## src/rtl/cdb_arbiter_pkg.sv

```systemverilog
// -----------------------------------------------------------------------------
// cdb_arbiter_pkg
// Shared definitions for the CDB arbiter slice: datapath widths, boolean
// constants, the packed {robnum, data} entry layout and a small wrap helper
// used by the round-robin pointer.
// -----------------------------------------------------------------------------
package cdb_arbiter_pkg;

   localparam int Data_Len     = 32;
   localparam int Rob_Addr_Len = 4;
   localparam int Cdb_Req_Num  = 3;
   localparam int Entry_Len    = Rob_Addr_Len + Data_Len;

   localparam logic                True      = 1'b1;
   localparam logic                False     = 1'b0;
   localparam logic [Data_Len-1:0] Zero_Data = 32'h0000_0000;

   // Increment an index and wrap it back to zero at n (n need not be a power of two)
   function automatic int unsigned wrap_inc(input int unsigned idx, input int unsigned n);
      if (idx + 32'd1 >= n) begin
         return 32'd0;
      end else begin
         return idx + 32'd1;
      end
   endfunction

endpackage

```

## src/rtl/cdb_arbiter_req_fifo.sv

```systemverilog
// -----------------------------------------------------------------------------
// cdb_req_fifo
// Small per-requester queue of {robnum, data} results waiting for a CDB slot.
// Ports:
//   clk     in   clock
//   rst_i   in   synchronous active-high reset
//   flush_i in   discard all queued entries (reset or misbranch)
//   push_i  in   write din_i at the tail (ignored when full)
//   pop_i   in   drop the head entry (ignored when empty)
//   din_i   in   entry to enqueue
//   head_o  out  entry at the head of the queue
//   full_o  out  occupancy equals DEPTH
//   empty_o out  occupancy is zero
// DEPTH must be a power of two so the pointers wrap naturally.
// -----------------------------------------------------------------------------
module cdb_req_fifo
   import cdb_arbiter_pkg::*;
#(
   parameter int DEPTH = 2
) (
   input  logic                 clk,
   input  logic                 rst_i,
   input  logic                 flush_i,
   input  logic                 push_i,
   input  logic                 pop_i,
   input  logic [Entry_Len-1:0] din_i,
   output logic [Entry_Len-1:0] head_o,
   output logic                 full_o,
   output logic                 empty_o
);

   localparam int AW = $clog2(DEPTH);
   localparam int CW = $clog2(DEPTH) + 1;

   logic [Entry_Len-1:0] mem_q [DEPTH];
   logic [AW-1:0]        wr_ptr_q, wr_ptr_d;
   logic [AW-1:0]        rd_ptr_q, rd_ptr_d;
   logic [CW-1:0]        count_q, count_d;
   logic                 full_s, empty_s, do_push_s, do_pop_s;

   assign full_s  = (count_q == CW'(DEPTH));
   assign empty_s = (count_q == '0);
   assign full_o  = full_s;
   assign empty_o = empty_s;
   assign head_o  = mem_q[rd_ptr_q];

   // Next-state pointers and occupancy from the accepted push/pop pair
   always_comb begin
      do_push_s = push_i && !full_s;
      do_pop_s  = pop_i && !empty_s;
      if (do_push_s) begin
         wr_ptr_d = wr_ptr_q + AW'(1);
      end else begin
         wr_ptr_d = wr_ptr_q;
      end
      if (do_pop_s) begin
         rd_ptr_d = rd_ptr_q + AW'(1);
      end else begin
         rd_ptr_d = rd_ptr_q;
      end
      case ({do_push_s, do_pop_s})
         2'b10:   count_d = count_q + CW'(1);
         2'b01:   count_d = count_q - CW'(1);
         default: count_d = count_q;
      endcase
   end

   // Tail write on an accepted push; storage itself needs no reset
   always_ff @(posedge clk) begin
      if (do_push_s) begin
         mem_q[wr_ptr_q] <= din_i;
      end
   end

   // Pointer and occupancy registers, cleared by reset or flush
   always_ff @(posedge clk) begin
      if (rst_i || flush_i) begin
         wr_ptr_q <= '0;
         rd_ptr_q <= '0;
         count_q  <= '0;
      end else begin
         wr_ptr_q <= wr_ptr_d;
         rd_ptr_q <= rd_ptr_d;
         count_q  <= count_d;
      end
   end

endmodule

```

## src/rtl/cdb_arbiter.sv

```systemverilog
// -----------------------------------------------------------------------------
// cdb_arbiter
// Shares the two CDB broadcast ports between N_REQ functional-unit requesters.
// Each requester owns a cdb_req_fifo; a round-robin selector drains up to two
// heads per cycle into registered broadcast outputs.
// Ports:
//   clk, rst            clock, synchronous active-high reset
//   rdy                 global enable; low freezes all state
//   has_misbranch       flush: drops queued results, resets the rr pointer
//   req_valid/ready     per-requester handshake (ready = FIFO not full)
//   req_robnum/data     packed per-requester tag (4b) and data (32b)
//   cdb_*_1 / cdb_*_2   registered broadcast ports
//   stat_grants/stalls  statistics counters (only with CDB_STATS_EN)
// Optional feature macro: CDB_STATS_EN adds the stat_* ports and counters.
// -----------------------------------------------------------------------------
module cdb_arbiter
   import cdb_arbiter_pkg::*;
#(
   parameter int N_REQ      = Cdb_Req_Num,
   parameter int FIFO_DEPTH = 2
) (
   input  logic                           clk,
   input  logic                           rst,
   input  logic                           rdy,
   input  logic                           has_misbranch,
   input  logic [N_REQ-1:0]               req_valid,
   output logic [N_REQ-1:0]               req_ready,
   input  logic [N_REQ*Rob_Addr_Len-1:0]  req_robnum,
   input  logic [N_REQ*Data_Len-1:0]      req_data,
   output logic                           cdb_valid_1,
   output logic [Rob_Addr_Len-1:0]        cdb_robnum_1,
   output logic [Data_Len-1:0]            cdb_data_1,
   output logic                           cdb_valid_2,
   output logic [Rob_Addr_Len-1:0]        cdb_robnum_2,
   output logic [Data_Len-1:0]            cdb_data_2
`ifdef CDB_STATS_EN
   ,
   output logic [31:0]                    stat_grants,
   output logic [31:0]                    stat_stalls
`endif
);

   localparam int PW = $clog2(N_REQ);

   logic                 flush_s, advance_s;
   logic [N_REQ-1:0]     full_s, empty_s, push_s, pop_s, req_ready_s;
   logic [Entry_Len-1:0] head_s [N_REQ];

   logic                 g1_s, g2_s;
   logic [PW-1:0]        g1_idx_s, g2_idx_s, last_idx_s, idx_s;
   logic [PW:0]          sum_s;
   logic [Entry_Len-1:0] g1_entry_s, g2_entry_s;
   logic [PW-1:0]        rr_ptr_q, rr_ptr_d;

   logic                    valid_1_q, valid_2_q;
   logic [Rob_Addr_Len-1:0] robnum_1_q, robnum_2_q;
   logic [Data_Len-1:0]     data_1_q, data_2_q;

   // Queued results die on reset or misbranch; otherwise rdy gates all movement
   assign flush_s   = rst || has_misbranch;
   assign advance_s = rdy && !flush_s;

   // Requester handshake: ready reflects FIFO occupancy only, forced low when frozen or flushing
   always_comb begin
      if (advance_s) begin
         req_ready_s = ~full_s;
      end else begin
         req_ready_s = '0;
      end
   end
   assign req_ready = req_ready_s;
   assign push_s    = req_valid & req_ready_s;

   for (genvar i = 0; i < N_REQ; i++) begin : g_fifo
      cdb_req_fifo #(
         .DEPTH (FIFO_DEPTH)
      ) u_fifo (
         .clk     (clk),
         .rst_i   (rst),
         .flush_i (has_misbranch),
         .push_i  (push_s[i]),
         .pop_i   (pop_s[i]),
         .din_i   ({req_robnum[Rob_Addr_Len*i +: Rob_Addr_Len], req_data[Data_Len*i +: Data_Len]}),
         .head_o  (head_s[i]),
         .full_o  (full_s[i]),
         .empty_o (empty_s[i])
      );
      // A FIFO pops when either port picked it and the edge actually advances
      assign pop_s[i] = advance_s && ((g1_s && (g1_idx_s == PW'(i))) || (g2_s && (g2_idx_s == PW'(i))));
   end

   // Round-robin scan from rr_ptr: first non-empty FIFO wins port 1, second wins port 2
   always_comb begin
      g1_s       = False;
      g2_s       = False;
      g1_idx_s   = '0;
      g2_idx_s   = '0;
      g1_entry_s = '0;
      g2_entry_s = '0;
      sum_s      = '0;
      idx_s      = '0;
      for (int k = 0; k < N_REQ; k++) begin
         sum_s = {1'b0, rr_ptr_q} + (PW+1)'(k);
         if (sum_s >= (PW+1)'(N_REQ)) begin
            sum_s = sum_s - (PW+1)'(N_REQ);
         end else begin
            sum_s = sum_s;
         end
         idx_s = sum_s[PW-1:0];
         if (!empty_s[idx_s] && !g1_s) begin
            g1_s       = True;
            g1_idx_s   = idx_s;
            g1_entry_s = head_s[idx_s];
         end else if (!empty_s[idx_s] && !g2_s) begin
            g2_s       = True;
            g2_idx_s   = idx_s;
            g2_entry_s = head_s[idx_s];
         end else begin
            g2_s = g2_s;
         end
      end
   end

   // Pointer moves past the last granted requester; holds when nothing was granted
   always_comb begin
      if (g2_s) begin
         last_idx_s = g2_idx_s;
      end else begin
         last_idx_s = g1_idx_s;
      end
      if (g1_s) begin
         rr_ptr_d = PW'(wrap_inc(32'(last_idx_s), N_REQ));
      end else begin
         rr_ptr_d = rr_ptr_q;
      end
   end

   // Broadcast registers and rr pointer; an idle port drops valid but keeps tag/data
   always_ff @(posedge clk) begin
      if (flush_s) begin
         rr_ptr_q   <= '0;
         valid_1_q  <= False;
         valid_2_q  <= False;
         robnum_1_q <= '0;
         robnum_2_q <= '0;
         data_1_q   <= Zero_Data;
         data_2_q   <= Zero_Data;
      end else if (rdy) begin
         rr_ptr_q  <= rr_ptr_d;
         valid_1_q <= g1_s;
         valid_2_q <= g2_s;
         if (g1_s) begin
            robnum_1_q <= g1_entry_s[Entry_Len-1 -: Rob_Addr_Len];
            data_1_q   <= g1_entry_s[Data_Len-1:0];
         end
         if (g2_s) begin
            robnum_2_q <= g2_entry_s[Entry_Len-1 -: Rob_Addr_Len];
            data_2_q   <= g2_entry_s[Data_Len-1:0];
         end
      end
   end

   assign cdb_valid_1  = valid_1_q;
   assign cdb_robnum_1 = robnum_1_q;
   assign cdb_data_1   = data_1_q;
   assign cdb_valid_2  = valid_2_q;
   assign cdb_robnum_2 = robnum_2_q;
   assign cdb_data_2   = data_2_q;

`ifdef CDB_STATS_EN
   logic [31:0] stat_grants_q, stat_stalls_q, stall_cnt_s;
   logic [1:0]  grant_cnt_s;

   // Per-edge increments: broadcasts issued and requesters left waiting
   always_comb begin
      grant_cnt_s = {1'b0, g1_s} + {1'b0, g2_s};
      stall_cnt_s = '0;
      for (int i = 0; i < N_REQ; i++) begin
         stall_cnt_s = stall_cnt_s + 32'(req_valid[i] && !req_ready_s[i]);
      end
   end

   // Statistics survive misbranch; only reset clears them, and they wrap freely
   always_ff @(posedge clk) begin
      if (rst) begin
         stat_grants_q <= '0;
         stat_stalls_q <= '0;
      end else if (rdy) begin
         if (!has_misbranch) begin
            stat_grants_q <= stat_grants_q + 32'(grant_cnt_s);
         end
         stat_stalls_q <= stat_stalls_q + stall_cnt_s;
      end
   end

   assign stat_grants = stat_grants_q;
   assign stat_stalls = stat_stalls_q;
`endif

endmodule
```

## config.mk

```make
export PLATFORM = sky130hd
export DESIGN_NAME = cdb_arbiter
export DESIGN_NICKNAME = d
export VERILOG_FILES = /design/src/rtl/cdb_arbiter_pkg.sv /design/src/rtl/cdb_arbiter_req_fifo.sv /design/src/rtl/cdb_arbiter.sv
export SDC_FILE = /design/constraint.sdc
export NUM_CORES = 1
export LEC_CHECK = 0
export CAP_MARGIN = 30
export CORE_AREA = 4 4 158 274
export CTS_CLUSTER_DIAMETER = 40
export CTS_CLUSTER_SIZE = 12
export DETAILED_ROUTE_END_ITERATION = 10
export DIE_AREA = 0 0 162 278
export GPL_ROUTABILITY_DRIVEN = 0
export HOLD_SLACK_MARGIN = 0.12
export PLACE_DENSITY = 0.64
export SYNTH_ARGS = -nofsm -noshare
export SYNTH_HDL_FRONTEND = slang
export SYNTH_SLANG_ARGS = --single-unit
export TNS_END_PERCENT = 20
```

## constraint.sdc

```tcl
create_clock -name clk -period 4.4 [get_ports clk]
set_clock_uncertainty 0.1 [all_clocks]
set_input_delay 0.44 -clock clk [delete_from_list [all_inputs] [get_ports clk]]
set_output_delay 0.44 -clock clk [all_outputs]
set_load 0.03 [all_outputs]
```

==> reports/qor.csv <==
stage,metric,value,unit
sta,hold_viol,0,
sta,worst_slack,1.01,ns
layout,stdcell_area,17900,um2
synthesis,synth_edf_count,216,
place,place_ws,1.04,ns
sta,slew_headroom,30.8,%
floorplan,start_util,34.8,%
clock_tree,cts_buffer_depth,3,
critical_path,path_class,reg2reg,
clock_tree,root_buffer,clkbuf_16,
drt,dr_total_vias,10662,
sta,setup_violations,0,
sta,post-route-min-period,3.39,ns
global_route,grt_max_degree,58,
sta,fin_hold_ws,0.382,ns
synthesis,synth_top_area_share,45.5,%
run_status,outcome,"complete, no violations",
place,port_buffers,191,
synthesis,synth_cell_type_count,50,
job,maxCapViolCount,0,
clock_tree,clkTransAtPathRegs,0.05,ns
critical_path,reg2reg_slack,1.01,ns
clock_tree,cts_setup_buffers,0,
layout,syn_to_final_growth,25.9,%
synthesis,synthCells,1166,
sta,fmax,295,MHz
layout,drive_above_1_share,16.3,%
drt,drtAntennaViolNets,0,
synthesis,synthesis.nets,1286,
power_and_ir_drop,power_density,352,nW/um2
drt,totalWireLength,45.3,mm
critical_path,reg2reg_depth,10,
critical_path,cp-end-kind,flop,
synthesis,synth_area_leaders,"edfxtp_1 46%, dfxtp_1 13%, mux2_2 8.5%, mux2i_1 5.1%, a21oi_1 3.1%",
global_route,overflow,0,
power_and_ir_drop,p_leak,6.24,nW
global_route,grt_pass1_vias,10885,
floorplan,row_count,98,
critical_path,arrival,3.76,ns
synthesis,yosys_warnings,0,
place,place_area,16800,um2
synthesis,yosysSeqAreaShare,58.3,%
synthesis,ys.flop_type,edfxtp_1,
sta,worst_pin_slew,1.04,ns
layout,final_nets,1448,
layout,final_cell_mix,"216 x edfxtp_1, 191 x clkdlybuf4s50_1, 107 x mux2_2",
critical_path,worst-path-max-fanout,27,
global_route,grt_pass1_wl,67.2,mm
sta,final.setup.tns,0,ns
floorplan,die_y,278,um
synthesis,ys_ff_latch,307,
sta,rsz0062_at_grt,no,
synthesis,syn_area,14200,um2
layout,final_common_cell,edfxtp_1,
clock_tree,ctsHoldBuffers,0,
global_route,grtUsageTotal,19.5,%
clock_tree,clock_latency,0.54,ns
floorplan,die_w,162,um
critical_path,worstPathRequired,4.77,ns
drt,drt-pass1-iter-count,7,
synthesis,synth_top_area_cell,edfxtp_1,
layout,seqCellArea,8310,um2
drt,viasPerCell,5.59,
sta,fin_crit_sh,77.1,%
floorplan,coreArea,41000,um2
drt,route.detailed.drc,0,
synthesis,async_reset_ff_share,0,%
sta,final_max_slew_viol_count,0,
clock_tree,cts_made_buffers,37,
drt,drt_iter0_drc,995,
place,hpwl,30.4,mm
synthesis,synth.avg_cell_area,12.2,um2
hold_path,hold_class,reg2reg,
floorplan,ios,192,
global_route,grt_antenna_before_repair,1,
power_and_ir_drop,vdd.ir_drop.worst,0.196,mV
hold_path,whs_path_depth,1,
clock_tree,htree_levels,2,
drt,wire_per_inst,23.8,um
layout,fillers,3794,
clock_tree,cts.sinks,307,
power_and_ir_drop,p_total,6.32,mW
layout,multi_input_area,5580,um2
critical_path,cp-start-kind,flop,
clock_tree,cts.repair.resized,0,
floorplan,dieArea,45000,um2
clock_tree,tritoncts,yes,
-- critical path, cell delays in order, from the launching register on --
cell      delay [ns]
dfxtp_1         0.33
inv_1           0.06
ha_2            0.55
buf_4           0.36
nor2b_4         0.58
o211ai_1        0.25
o211ai_4        0.30
buf_4           0.42
nand2_1         0.08
o221ai_1        0.12
a22o_1          0.17
-- Yosys cell counts (all sizes together), types with 36 or more instances --
cell type	instances
edfxtp	216
mux2	107
dfxtp	91
a21oi	90
nand2	83
o21ai	82
mux2i	73
nor2	65
buf	53
clkbuf	42
nor2b	39
a22o	37
o221ai	37
a221oi	36
-- power by group --
group	switching, mW	leakage (nW)	internal, mW
logic	0.164	3.00	0.162
registers	0.00649	2.69	3.11
clock network	1.23	0.552	1.65
total	1.40	6.24	4.92
-- sequential cells by signal, indices dropped and copies added, names as in the netlist, 2 cells and up, named ones only --
| name | cells |
|---|---|
| g_fifo.u_fifo.mem_q | 216 |
| rr_ptr_q | 2 |
| cdb_data_1 | 32 |
| cdb_data_2 | 32 |
| g_fifo.u_fifo.wr_ptr_q | 3 |
| cdb_robnum_2 | 4 |
| g_fifo.u_fifo.count_q | 6 |
| g_fifo.u_fifo.rd_ptr_q | 3 |
| cdb_robnum_1 | 4 |
-- kinds of logic (layout without fill, tap and decap cells) --
kind of cell,count (synthesis),after routing,share of synthesized area [%]
AND/OR/NAND/NOR,213,213,6.79
adder cells (fa/ha/maj),5,5,0.439
multiplexers,180,180,13.6
other,0,1,0
flip-flops,307,307,58.3
XOR/XNOR,12,12,0.738
buffers and inverters,108,298,3.49
AO/OA/AOI/OAI,341,341,16.7
-- stage by stage --
step | utilization [%] | instances
floorplan | - | 1166
global placement | 40.8 | 1834
detailed placement | 41.0 | 1839
CTS | 43.8 | 1906
global route | 43.8 | 1907
finish | 43.8 | 1907
-- layout make-up --
cell class / instances / share of cell area (%)
Sequential cell: 307 / 46.3
Multi-Input combinational cell: 751 / 31.1
Timing Repair Buffer: 218 / 12.2
Clock buffer: 51 / 5.45
Tap cell: 550 / 3.84
Clock inverter: 16 / 0.830
Inverter: 13 / 0.272
Antenna cell: 1 / 0.0139
-- worst paths after layout --
path                                   to                         from
max reg2reg  cdb_robnum_1[1]$_SDFFE_PP0P_     rr_ptr_q[1]$_SDFFE_PP0P_
min reg2reg   cdb_data_1[29]$_SDFFE_PP0P_  cdb_data_1[29]$_SDFFE_PP0P_
min           cdb_data_1[29]$_SDFFE_PP0P_  cdb_data_1[29]$_SDFFE_PP0P_
max          cdb_robnum_1[1]$_SDFFE_PP0P_     rr_ptr_q[1]$_SDFFE_PP0P_
-- metal layers --
metal | wire (um) | up-vias | global-route usage (%)
li1 | - | 4787 | -
met1 | 16000 | 5228 | 21.8
met2 | 23900 | 530 | 34.9
met3 | 2860 | 117 | 3.07
met4 | 2570 | 0 | 10.6
met5 | 0 | - | 0
Note: power is estimated with default switching activity, not from simulation.
